**config.mk**
```make
export PLATFORM = sky130hd
export DESIGN_NAME = sram_like_initiator
export DESIGN_NICKNAME = d
export VERILOG_FILES = /design/src/rtl/sram_like_initiator.sv
export SDC_FILE = /design/constraint.sdc
export NUM_CORES = 1
export LEC_CHECK = 0
export BUFFER_PORTS_ARGS = -buffer_cell sky130_fd_sc_hd__buf_2
export CELL_PAD_IN_SITES_DETAIL_PLACEMENT = 1
export CELL_PAD_IN_SITES_GLOBAL_PLACEMENT = 1
export CORE_MARGIN = 10
export CORE_UTILIZATION = 33
export DETAILED_ROUTE_END_ITERATION = 10
export MAX_ROUTING_LAYER = met4
export PLACE_DENSITY_LB_ADDON = 0.3
export SLEW_MARGIN = 20
export SYNTH_ARGS = -nofsm -noshare
export SYNTH_HDL_FRONTEND = slang
export SYNTH_SLANG_ARGS = --single-unit
```
**constraint.sdc**
```tcl
create_clock -name clk -period 4.5 [get_ports clk]
set_clock_uncertainty 0.15 [all_clocks]
set_input_delay 0.225 -clock clk [delete_from_list [all_inputs] [get_ports clk]]
set_output_delay 0.225 -clock clk [all_outputs]
set_load 0.02 [all_outputs]
```
**src/rtl/sram_like_initiator.sv**
```systemverilog
// Bridges an SRAM-style upstream port onto a req/addr_ok/data_ok downstream bus, one transaction at a time.
// Optional macro SRAM_LIKE_SIZE_DECODE_EN derives the downstream size from the write strobes.
module sram_like_initiator #(
  parameter int AW = 32
) (
  input  logic          clk,
  input  logic          resetn,
  input  logic          sram_en,
  input  logic [3:0]    sram_wen,
  input  logic [AW-1:0] sram_addr,
  input  logic [31:0]   sram_wdata,
  output logic [31:0]   sram_rdata,
  output logic          sram_stall,
  output logic          req,
  output logic          wr,
  output logic [3:0]    wstrb,
  output logic [AW-1:0] addr,
  output logic [2:0]    size,
  output logic [31:0]   wdata,
  input  logic [31:0]   rdata,
  input  logic          addr_ok,
  input  logic          data_ok,
  output logic          proto_err,
  output logic [1:0]    dbg_state_o
);

  typedef enum logic [1:0] {
    ST_IDLE = 2'd0,
    ST_REQ  = 2'd1,
    ST_WAIT = 2'd2
  } state_e;

  state_e        state_q, state_d;
  logic [3:0]    wen_q, wen_d;
  logic [AW-1:0] addr_q, addr_d;
  logic [31:0]   wdata_q, wdata_d;
  logic [31:0]   rdata_q, rdata_d;
  logic          perr_q, perr_d;

  always_ff @(posedge clk) begin
    if (!resetn) begin
      state_q <= ST_IDLE;
      wen_q   <= '0;
      addr_q  <= '0;
      wdata_q <= '0;
      rdata_q <= '0;
      perr_q  <= 1'b0;
    end else begin
      state_q <= state_d;
      wen_q   <= wen_d;
      addr_q  <= addr_d;
      wdata_q <= wdata_d;
      rdata_q <= rdata_d;
      perr_q  <= perr_d;
    end
  end

  // Handshake: req is held with stable fields until addr_ok; the single
  // outstanding transaction then completes on data_ok. sram_stall tells the
  // upstream to hold sram_en and its qualifiers unchanged.
  always_comb begin
    state_d    = state_q;
    wen_d      = wen_q;
    addr_d     = addr_q;
    wdata_d    = wdata_q;
    rdata_d    = rdata_q;
    perr_d     = perr_q;
    req        = 1'b0;
    sram_stall = 1'b0;
    unique case (state_q)
      ST_IDLE: begin
        if (sram_en) begin
          wen_d      = sram_wen;
          addr_d     = sram_addr;
          wdata_d    = sram_wdata;
          state_d    = ST_REQ;
          sram_stall = 1'b1;
        end
      end
      ST_REQ: begin
        req        = 1'b1;
        sram_stall = 1'b1;
        if (addr_ok) state_d = ST_WAIT;
      end
      ST_WAIT: begin
        if (data_ok) begin
          if (wen_q == 4'b0000) rdata_d = rdata;
          state_d = ST_IDLE;
        end else begin
          sram_stall = 1'b1;
        end
      end
      default: state_d = ST_IDLE;
    endcase
    // data_ok is only legitimate while a transaction has been accepted.
    if (data_ok && state_q != ST_WAIT) perr_d = 1'b1;
  end

  assign wr          = (wen_q != 4'b0000);
  assign wstrb       = wen_q;
  assign addr        = addr_q;
  assign wdata       = wdata_q;
  assign sram_rdata  = rdata_q;
  assign proto_err   = perr_q;
  assign dbg_state_o = state_q;

`ifdef SRAM_LIKE_SIZE_DECODE_EN
  always_comb begin
    size = 3'd2;
    if (wen_q != 4'b0000) begin
      unique case (wen_q)
        4'b0001, 4'b0010, 4'b0100, 4'b1000: size = 3'd0;
        4'b0011, 4'b1100:                   size = 3'd1;
        default:                            size = 3'd2;
      endcase
    end
  end
`else
  assign size = 3'd2;
`endif

endmodule

```
Yosys cells after proc, flatten, opt, wreduce, memory -nomap -nowiden
Cells that the tools add are included.

Word-level logic and storage cells: 27. Register bits: 103. Input port bits: 105.

Muxes and demuxes: 8. Equal/unequal tests: 6. Reduce and logical (&&, ||, !) cells: 7.

Operators by type and width (count): 2-bit != test, second input constant (4); 2-bit two-way mux (3); 2-bit one-hot mux with 3 select lines (1); 3-bit AND reduction (2); 4-bit logical NOT (1); 4-bit nonzero test (1); 1-bit two-way mux (3); 1-bit one-hot mux with 3 select lines (1); 2-bit by 1-bit == test with 1-bit output, second input constant (1); 2-bit == test, second input constant (1); 2-bit logical NOT (1); 2-bit AND reduction (1); 1-bit logical AND (1).

Depth between registers and ports, before layout
Gate-level depths: netlist (run 1).

Word-level depth: 3. Gate-level depth with buffers: 6. Depth with buffers taken out: 3.

Least setup slack after synthesis (run 1)
Ideal clock, no wire load.

Path kind: reg-to-reg. Start: register wen_q[0], in the netlist wstrb[0]. End: register rdata_q[10], in the netlist sram_rdata[10]. Setup slack: 2.611 ns. Arrival time: 1.667 ns. Cell stages (with the launch flop): 5. Data required time: 4.278 ns. Path buffers: 1. Path through: dfxtp_1 > or4_4 > nor3_4 > buf_6 > mux2i_1.

Cells in the longest elaborated chain, start to end: 2.

RTL lines: start: declaration (line 34) `logic [3:0] wen_q, wen_d;`; start signal: assignment (line 50) `wen_q <= wen_d;`; 4-bit logical NOT (line 87) `if (wen_q == 4'b0000) rdata_d = rdata;`; 3-bit AND reduction (no source line); end signal: assignment (line 53) `rdata_q <= rdata_d;`; end: declaration (line 37) `logic [31:0] rdata_q, rdata_d;`.

No other way between the ends. A chain may end at the register's enable or synchronous reset.

Worst setup path after layout (run 1)
Start: register state_q[1], in the netlist dbg_state_o[1]. End: register wdata_q[24], in the netlist wdata[24].

Cells in the longest elaborated chain, start to end: 2.

RTL lines: start: declaration (line 33) `state_e state_q, state_d;`; start signal: assignment (line 49) `state_q <= state_d;`; 2-bit logical NOT (line 70) `unique case (state_q)`; 2-bit AND reduction (no source line); end signal: assignment (line 52) `wdata_q <= wdata_d;`; end: declaration (line 36) `logic [31:0] wdata_q, wdata_d;`.

No other way between the ends.

==> run_results.csv, run 1 <==
group,metric,value,unit
critical_path,critPathCaptureType,"register",
layout,syn2layout_area_growth,59.28,%
cts,clkTransAtPathRegs,0.07,ns
yosys,synth_top_area_share,52.30,%
yosys,synth.most_common_cell,"nand2_1",
die,pin_count,214,
worst_hold_path,hp-start,"sram_addr[28]",
yosys,syn_avg_cell_area,8.608,um^2
layout,n_fill_cell,1388,
power_and_ir_drop,leakagePower,0.002899,uW
yosys,synth_edf_count,0,
worst_hold_path,hold_path_depth,3,
global_route,grt_max_degree,136,
cts,clockRootBuffer,"clkbuf_16",
cts,clock_latency,0.34,ns
yosys,yosys-top-cells-area,"dfxtp_1 52%, nand2_1 19%, a21boi_0 13%",
worst_hold_path,hold_path_class,"in2reg",
cts,clock_path_buffers,2,
sta,hold_slack,0.005548,ns
drt,drc,0,
drt,drt-initial-drc-count,212,
die,die_h,129.3,um
power_and_ir_drop,power_frac_comb,17.4,%
power_and_ir_drop,power.internal,1553,uW
yosys,synthesis.area,3943,um^2
critical_path,critical_path_class,"reg2reg",
critical_path,crit_start,"dbg_state_o[1]",
critical_path,cp_max_fo,59,
sta,final-setup-viol-count,0,
critical_path,r2r-start,"dbg_state_o[1]",
sta,rsz0062_at_grt,"false",
cts,cts_made_buffers,9,
global_route,grt_pass1_vias,4605,
yosys,synthFlopType,"dfxtp_1",
drt,ant_nets,0,
sta,period_needed,2.124,ns
placed_design,post-place-ws,2.430,ns
layout,instances_no_fill,891,
sta,drv_slew,0,
cts,post_cts_resized,0,
yosys,synthCells,458,
power_and_ir_drop,peakVddDrop,0.1696,mV
global_route,grt_pass1_wl,24.73,mm
yosys,ys_async_sr_fraction,0,%
cts,htreeDepth,3,
yosys,synth_common_cells,"202 x nand2_1, 103 x dfxtp_1, 69 x a21boi_0",
die,die_w,129.3,um
placed_design,dp_hpwl,9.937,mm
critical_path,crit_path_start_kind,"register",
cts,cts_tree,"done",
yosys,yosys_warnings,0,
drt,wl,16.16,mm
power_and_ir_drop,switching_share,26.71,%
sta,clock.fmax,470.7,MHz
sta,tightest_slew,0.8905,ns
sta,maxSlewHeadroom,40.63,%
cts,cts_num_sinks,103,
worst_hold_path,holdPathEnd,"addr[28]",
die,dieArea,16720,um^2
critical_path,reg2reg_to,"wdata[24]",
sta,tns,0,ns
sta,hold_viol,0,
yosys,ys_seq_area_share,52.30,%
layout,drive_above_1_share,31.10,%
critical_path,ff2ff_setup_slack,2.38,ns
power_and_ir_drop,p_switching,566.2,uW
drt,vias_per_cell,4.735,
run,drv_cap,0,
global_route,antenna_found_initial,1,
drt,wl_per_cell,18.14,um
critical_path,worstPathRequired,4.59,ns
yosys,ys_seq_elements,103,
die,start_util,34.09,%
power_and_ir_drop,pwr-share-seq,46.3,%
placed_design,routabilityCongestion,0.7455,
sta,setup_slack,2.376,ns
placed_design,dpl.cell_count,779,
die,fp-row-count,39,
yosys,ys_types,21,
global_route,grt_overflow_total,0,
power_and_ir_drop,pwr-share-clk,36.3,%
run_status,status,"finished clean",
layout,fin_nets,846,
drt,vias,4219,
critical_path,cp.arrival,2.22,ns
placed_design,port_buffers,210,
global_route,gr-usage-all-layers,19.38,%
die,core-area,11560,um^2
yosys,synth_top_cell_by_area,"dfxtp_1",
drt,dr.pass1.iters,4,
power_and_ir_drop,powerDensity,337.5,nW/um^2
critical_path,r2r_cells,4,
sta,fin_crit_sh,47.21,%
==> layout by cell type, fill, tap and decap left out, types with 2 or more instances in the layout <==
cell,count
clkbuf_16,9
mux2i_1,32
dfxtp_1,103
nand2_1,202
clkbuf_8,4
buf_2,209
conb_1,3
nor2b_1,3
dlygate4sd3_1,94
nor2_1,2
a21boi_0,69
diode_2,2
buf_4,3
==> worst max-delay path by stage <==
stage | endpoint | slack [ns] | cells after the start
after global placement | wstrb[0] | 2.54 | 4
final | wdata[24] | 2.38 | 4
after CTS | wdata[7] | 2.42 | 4
after floorplan | sram_rdata[10] | 2.61 | 4
after global routing | wdata[24] | 2.20 | 4
after detailed placement | wdata[7] | 2.43 | 4
==> kinds of logic after synthesis <==
group           synth area share (%)
compound gates                 13.58
other cells                   0.1905
simple gates                   21.30
flops                          52.30
mux                            8.124
buf+inv                        4.506
==> power groups by stage <==
stage                     Clock [uW]  Sequential [uW]  Combinational [uW]
after global routing             830              987                 403
final                            769              982                 368
after floorplan                    0             1050                 117
after global placement             0              998                 289
after detailed placement           0             1000                 298
after CTS                        792              981                 364
==> through the flow <==
step                      cell area [um^2]  power, uW  utilization [%]
final                                 6280       2119            54.30
after global routing                  6277       2220            54.28
after CTS                             6271       2137            54.22
after detailed placement              5034       1299            43.52
after global placement                5034       1287            43.52
after floorplan                       3946       1171                -
==> layout make-up <==
cell class	count	area [um^2]	share of cell area (%)
clock buffer	14	284.0	4.523
timing repair buffer	307	2021	32.18
multi-input combinational	319	1713	27.28
inverter	1	3.754	0.05977
tap	143	178.9	2.849
clock inverter	2	12.51	0.1992
antenna	2	5.005	0.07970
sequential	103	2062	32.84
==> registers in the layout, indices dropped and copies added, names as in the netlist <==
signal	flops
dbg_state_o	2
sram_rdata	32
proto_err	1
addr	32
wstrb	4
wdata	32
==> worst max-delay path, cell delays in order (launching register included) <==
cell	delay (ns)
dfxtp_1	0.38
nor3b_4	0.45
buf_4	0.59
nand2_1	0.17
a21boi_0	0.26
==> what timing repair did <==
item,in CTS,in global routing
endpoints found under the setup margin,0,0
hold buffers,94,0
setup buffers,0,0
endpoints found under the hold margin,94,0
==> per-layer routing <==
| layer | GRT usage (%) | vias to the layer above | wire length, um |
|---|---|---|---|
| met3 | 6.199 | 42 | 1210 |
| met5 | - | - | 0 |
| met1 | 18.70 | 1990 | 5911 |
| met2 | 34.00 | 157 | 8470 |
| met4 | 10.50 | 0 | 569 |
| li1 | - | 2030 | - |
Note: power is estimated with default switching activity, not from simulation.
==> inputs of run 2 (changes only) <==
--- a/config.mk
+++ b/config.mk
@@ -9,7 +9,7 @@
 export CELL_PAD_IN_SITES_DETAIL_PLACEMENT = 1
 export CELL_PAD_IN_SITES_GLOBAL_PLACEMENT = 1
 export CORE_MARGIN = 10
-export CORE_UTILIZATION = 33
+export CORE_UTILIZATION = 31
 export DETAILED_ROUTE_END_ITERATION = 10
 export MAX_ROUTING_LAYER = met4
 export PLACE_DENSITY_LB_ADDON = 0.3
==> constraint.sdc (replaced) <==
create_clock -name clk -period 2.19 [get_ports clk]
set_clock_uncertainty 0.15 [all_clocks]
set_input_delay 0.1095 -clock clk [delete_from_list [all_inputs] [get_ports clk]]
set_output_delay 0.1095 -clock clk [all_outputs]
set_load 0.02 [all_outputs]
==> run 2 against run 1 <==
Via count increased by 1.2%. Sequential power up 110%. Global-route usage is 0.86 points lower. Die area grew 5.4%. Routed wire length grew 0.33%. First-iteration DRC count decreased by 38%. Critical path type unchanged. Critical endpoint is now sram_rdata[20]. Largest power group unchanged. Highest routed layer unchanged.
==> run_results.csv, run 2 (synthesis gave the netlist of run 1 again) <==
group,metric,value,unit
drt,drt-initial-drc-count,132,
sta,hold_slack,0.09547,ns
run,drv_cap,0,
power_and_ir_drop,powerDensity,695.6,nW/um^2
placed_design,port_buffers,210,
critical_path,critPathCaptureType,"register",
critical_path,r2r-start,"wstrb[0]",
sta,final-setup-viol-count,0,
cts,clock_latency,0.35,ns
layout,syn2layout_area_growth,64.71,%
cts,cts_num_sinks,103,
die,dieArea,17630,um^2
die,core-area,12520,um^2
die,pin_count,214,
global_route,grt_pass1_vias,4746,
power_and_ir_drop,leakagePower,0.002967,uW
power_and_ir_drop,power_frac_comb,17.3,%
worst_hold_path,hold_path_class,"in2reg",
drt,vias_per_cell,4.582,
cts,post_cts_buffers,0,
power_and_ir_drop,pwr-share-seq,44.6,%
layout,final_common_cell,"buf_2",
layout,final_cell_mix,"209 x buf_2, 202 x nand2_1, 103 x dfxtp_1, 103 x dlygate4sd3_1, 69 x a21boi_0",
drt,ant_nets,0,
die,die_w,132.8,um
global_route,antenna_found_initial,1,
worst_hold_path,hp-start,"resetn",
drt,dr.pass1.iters,6,
global_route,grt_max_degree,59,
layout,seq_area,2062,um^2
cts,holdBufCountCts,103,
sta,rsz0062_at_grt,"false",
placed_design,placed_cell_area,5142,um^2
placed_design,post-place-ws,0.3783,ns
critical_path,cp.arrival,1.95,ns
die,start_util,31.50,%
sta,tns,0,ns
placed_design,routabilityCongestion,0.7515,
sta,fin_crit_sh,83.47,%
critical_path,crit_path_start_kind,"register",
cts,clkTransAtPathRegs,0.07,ns
critical_path,cp_max_fo,32,
run_status,status,"finished clean",
global_route,grt_overflow_total,0,
cts,clockRootBuffer,"clkbuf_16",
sta,setup_slack,0.3621,ns
cts,cts_tree,"done",
layout,n_fill_cell,1543,
drt,vias,4270,
drt,wl,16.22,mm
critical_path,worstPathRequired,2.31,ns
global_route,gr-usage-all-layers,18.52,%
die,die_h,132.8,um
cts,post_cts_resized,0,
sta,hold_viol,0,
critical_path,critical_path_class,"reg2reg",
layout,finalInstanceArea,6494,um^2
layout,drive_above_1_share,30.87,%
layout,fin_util,51.88,%
critical_path,crit_start,"wstrb[0]",
layout,multi_input_area,1713,um^2
sta,drv_slew,0,
sta,period_needed,1.828,ns
power_and_ir_drop,peakVddDrop,0.5830,mV
sta,clock.fmax,547.1,MHz
drt,drc,0,
die,fp-row-count,41,
cts,htreeDepth,3,
power_and_ir_drop,power.internal,3321,uW
placed_design,dp_hpwl,10.13,mm
power_and_ir_drop,switching_share,26.47,%
power_and_ir_drop,p_switching,1196,uW
global_route,grt_pass1_wl,25.36,mm
layout,fin_nets,858,
cts,clock_path_buffers,2,
drt,wl_per_cell,17.40,um
cts,cts_made_buffers,9,
power_and_ir_drop,pwr-share-clk,38.0,%
==> run 2: changes by cell type in the layout (fill, tap and decap cells not counted), sizes merged <==
| cell | previous run | this run |
|---|---|---|
| buf | 213 | 216 |
| bufinv | 0 | 2 |
| clkinvlp | 1 | 3 |
| clkinv | 1 | 0 |
| dlygate4sd3 | 94 | 103 |
| clkbuf | 14 | 11 |
==> run 2: power by group through the flow <==
| stage | Sequential, uW | Clock (uW) | Combinational, uW |
|---|---|---|---|
| floorplan | 2170 | 0 | 240 |
| global placement | 2050 | 0 | 612 |
| detailed placement | 2060 | 0 | 628 |
| CTS | 2010 | 1780 | 776 |
| global route | 2030 | 1850 | 855 |
| finish | 2020 | 1720 | 783 |
==> run 2: per-stage QoR <==
stage / instances / total power, uW
after floorplan: 459 / 2406
after global placement: 811 / 2661
after detailed placement: 811 / 2684
after CTS: 930 / 4566
after global routing: 931 / 4735
final: 932 / 4517
==> run 2: routing by layer <==
layer	GRT usage (%)	up-vias	wire length (um)
met3	6.283	36	949
li1	-	2048	-
met4	7.274	0	461
met2	33.45	140	8674
met1	17.86	2046	6130
met5	-	-	0
==> run 2: layout make-up <==
class	count	area share [%]
inverter	1	0.05780
tap	172	3.314
timing repair buffer	319	33.56
multi-input combinational	319	26.38
clock buffer	11	3.584
sequential	103	31.75
clock inverter	5	1.272
antenna	2	0.07707
==> run 2: path summary, 6_finish.rpt <==
kind                                  endpoint  slack, ns  cells past startpoint
worst min register to register        addr[23]       0.31                      2
worst min-delay path                  addr[30]        0.1                      2
worst max register to register  sram_rdata[20]       0.36                      4
worst max-delay path            sram_rdata[20]       0.36                      4
==> run 2: critical path, stage by stage (launching register included) <==
cell,delay [ns]
dfxtp_1,0.32
or4_4,0.55
nor3_4,0.21
buf_12,0.26
mux2i_1,0.24
==> inputs of run 3 (changes only) <==
--- a/config.mk
+++ b/config.mk
@@ -5,11 +5,12 @@
 export SDC_FILE = /design/constraint.sdc
 export NUM_CORES = 1
 export LEC_CHECK = 0
+export ABC_AREA = 1
 export BUFFER_PORTS_ARGS = -buffer_cell sky130_fd_sc_hd__buf_2
 export CELL_PAD_IN_SITES_DETAIL_PLACEMENT = 1
 export CELL_PAD_IN_SITES_GLOBAL_PLACEMENT = 1
 export CORE_MARGIN = 10
-export CORE_UTILIZATION = 31
+export CORE_UTILIZATION = 30
 export DETAILED_ROUTE_END_ITERATION = 10
 export MAX_ROUTING_LAYER = met4
 export PLACE_DENSITY_LB_ADDON = 0.3
==> constraint.sdc (replaced) <==
create_clock -name clk -period 1.7 [get_ports clk]
set_clock_uncertainty 0.15 [all_clocks]
set_input_delay 0.085 -clock clk [delete_from_list [all_inputs] [get_ports clk]]
set_output_delay 0.085 -clock clk [all_outputs]
set_load 0.02 [all_outputs]
==> run 3 against run 2 <==
Combinational power up 56%. Synthesized cell count is 15% higher. Hold slack worse by 0.0024 ns. Critical endpoint is now sram_stall. Sequential cell count is the same. Cell area shrank 1.5%. Synthesized area down 0.89%.
==> run_results.csv, run 3 <==
group,metric,value,unit
yosys,synth_top_area_share,52.77,%
run,drv_cap,0,
die,fp-row-count,41,
sta,hold_viol,0,
critical_path,critical_path_class,"reg2out",
sta,tns,0,ns
global_route,antenna_found_initial,2,
die,start_util,30.84,%
die,die_h,134.1,um
yosys,ys_types,22,
drt,wl_per_cell,16.83,um
yosys,synthesis.area,3907,um^2
yosys,synth_top_cell_by_area,"dfxtp_1",
sta,clock.fmax,642.8,MHz
critical_path,crit_path_start_kind,"register",
cts,cts_made_buffers,9,
yosys,ys_seq_elements,103,
cts,clock_path_buffers,2,
yosys,synth_edf_count,0,
drt,ant_nets,0,
layout,n_fill_cell,1581,
sta,final-setup-viol-count,0,
drt,drt-initial-drc-count,190,
cts,htreeDepth,3,
power_and_ir_drop,peakVddDrop,0.5704,mV
layout,finalInstanceArea,6397,um^2
worst_hold_path,hold_path_class,"in2reg",
drt,vias,4417,
global_route,grt_max_degree,103,
sta,period_needed,1.556,ns
cts,clock_latency,0.35,ns
critical_path,critPathCaptureType,"output port",
critical_path,crit_family,"flip-flops",
placed_design,dp_hpwl,10.03,mm
placed_design,port_buffers,210,
global_route,grt_overflow_total,0,
layout,multi_input_area,1506,um^2
layout,final_cell_mix,"209 x buf_2, 196 x nor2_1, 102 x dlygate4sd3_1, 101 x dfxtp_1, 67 x nand2_1",
layout,seq_area,2064,um^2
yosys,yosys-top-cells-area,"dfxtp_1 53%, nor2_1 19%, o21ai_0 8.1%",
critical_path,cpPeakStageDelay,0.36,ns
critical_path,cp_max_fo,3,
yosys,syn_avg_cell_area,7.429,um^2
critical_path,slowest_stage,"dfxtp_2",
yosys,synth_common_cells,"197 x nor2_1, 103 x dfxtp_1, 67 x nand2_1",
power_and_ir_drop,powerDensity,927.1,nW/um^2
global_route,grt_pass1_wl,26.44,mm
cts,cts_num_sinks,103,
cts,clockRootBuffer,"clkbuf_16",
layout,drive_above_1_share,30.23,%
sta,drv_slew,0,
sta,hold_slack,0.09310,ns
die,pin_count,214,
drt,dr.pass1.iters,4,
drt,wl,16.86,mm
drt,drc,0,
yosys,synthFlopType,"dfxtp_1",
yosys,synthCells,526,
die,die_w,134.1,um
run_status,status,"finished clean",
cts,clkTransAtPathRegs,0.07,ns
power_and_ir_drop,leakagePower,0.003227,uW
critical_path,cp.arrival,1.32,ns
layout,final_common_cell,"buf_2",
critical_path,crit_chain,"inv_1 -> nor2_2 -> inv_1 -> o211ai_1 -> buf_4",
die,core-area,12670,um^2
die,dieArea,17990,um^2
sta,fin_crit_sh,91.51,%
placed_design,placed_cell_area,5042,um^2
yosys,ys_seq_area_share,52.77,%
yosys,yosys_warnings,0,
sta,rsz0062_at_grt,"false",
layout,syn2layout_area_growth,63.72,%
critical_path,path_common_cell,"inv_1",
placed_design,routabilityCongestion,0.7369,
yosys,synth.most_common_cell,"nor2_1",
critical_path,worstPathRequired,1.46,ns
layout,fin_nets,929,
critical_path,critical_path_buf_inv_count,3,
cts,cts_tree,"done",
global_route,gr-usage-all-layers,18.86,%
global_route,grt_pass1_vias,4984,
yosys,ys_async_sr_fraction,0,%
drt,vias_per_cell,4.408,
-- run 3: path summary, 6_finish.rpt --
path,start,to,slack (ns),depth (start not counted)
hold reg to reg,proto_err,proto_err,0.32,2
setup reg to reg,dbg_state_o[1],addr[25],0.18,6
hold / removal,sram_en,dbg_state_o[1],0.09,5
setup / recovery,dbg_state_o[0],sram_stall,0.14,5
-- run 3: kinds of logic (layout without fill, tap and decap cells) --
kind of cell | count (synthesis) | count (layout) | share of synthesized area (%)
buffers and inverters | 71 | 370 | 9.478
AO/OA/AOI/OAI | 72 | 72 | 9.382
flip-flops | 103 | 103 | 52.77
other | 2 | 6 | 0.1922
AND/OR/NAND/NOR | 278 | 279 | 28.18
-- run 3: through the flow --
stage               util [%]  instances  setup slack, ns  power, uW
floorplan                  -        527           0.1978       3296
global placement       39.79        881           0.1286       3654
detailed placement     39.79        881          0.03823       3694
CTS                    50.27        997          0.03549       5956
global route           50.47       1001          0.04114       6228
finish                 50.49       1002           0.1444       5931
-- run 3: area by class of cell --
class	instances	share of cell area [%]
Clock inverter	4	0.7432
Timing Repair Buffer	319	34.03
Clock buffer	10	3.736
Sequential cell	103	32.27
Multi-Input combinational cell	354	23.55
Tap cell	172	3.364
Antenna cell	3	0.1173
Inverter	37	2.190
-- run 3: per-layer routing --
metal	global-route usage (%)	vias to the layer above	part of all wire (%)
met1	20.31	2043	43
met2	32.02	158	49
met5	-	-	0
met3	6.460	18	7.3
li1	-	2198	-
met4	6.106	0	1.4
-- run 3: timing repair --
action                     4_1_cts  5_1_grt
pin swaps                        0        2
hold endpoints to repair       103        0
hold buffers                   102        0
resized for setup                5        1
setup endpoints to repair        1        1
setup buffers                    0        1
cloned                           0        1
-- run 3: report_power, final --
group	total [uW]	internal, uW	leakage, uW	switching [uW]
registers	2660	2570	0.000848	91.9
clock network	2050	1160	0.000140	890
logic	1220	509	0.00224	707
total	5930	4240	0.00323	1690
-- run 3: tightest hold or removal path, stage by stage --
cell and delay [ns]:
buf_2 0.17, inv_1 0.07, nand2_1 0.05, a31oi_1 0.13, nor2_1 0.05
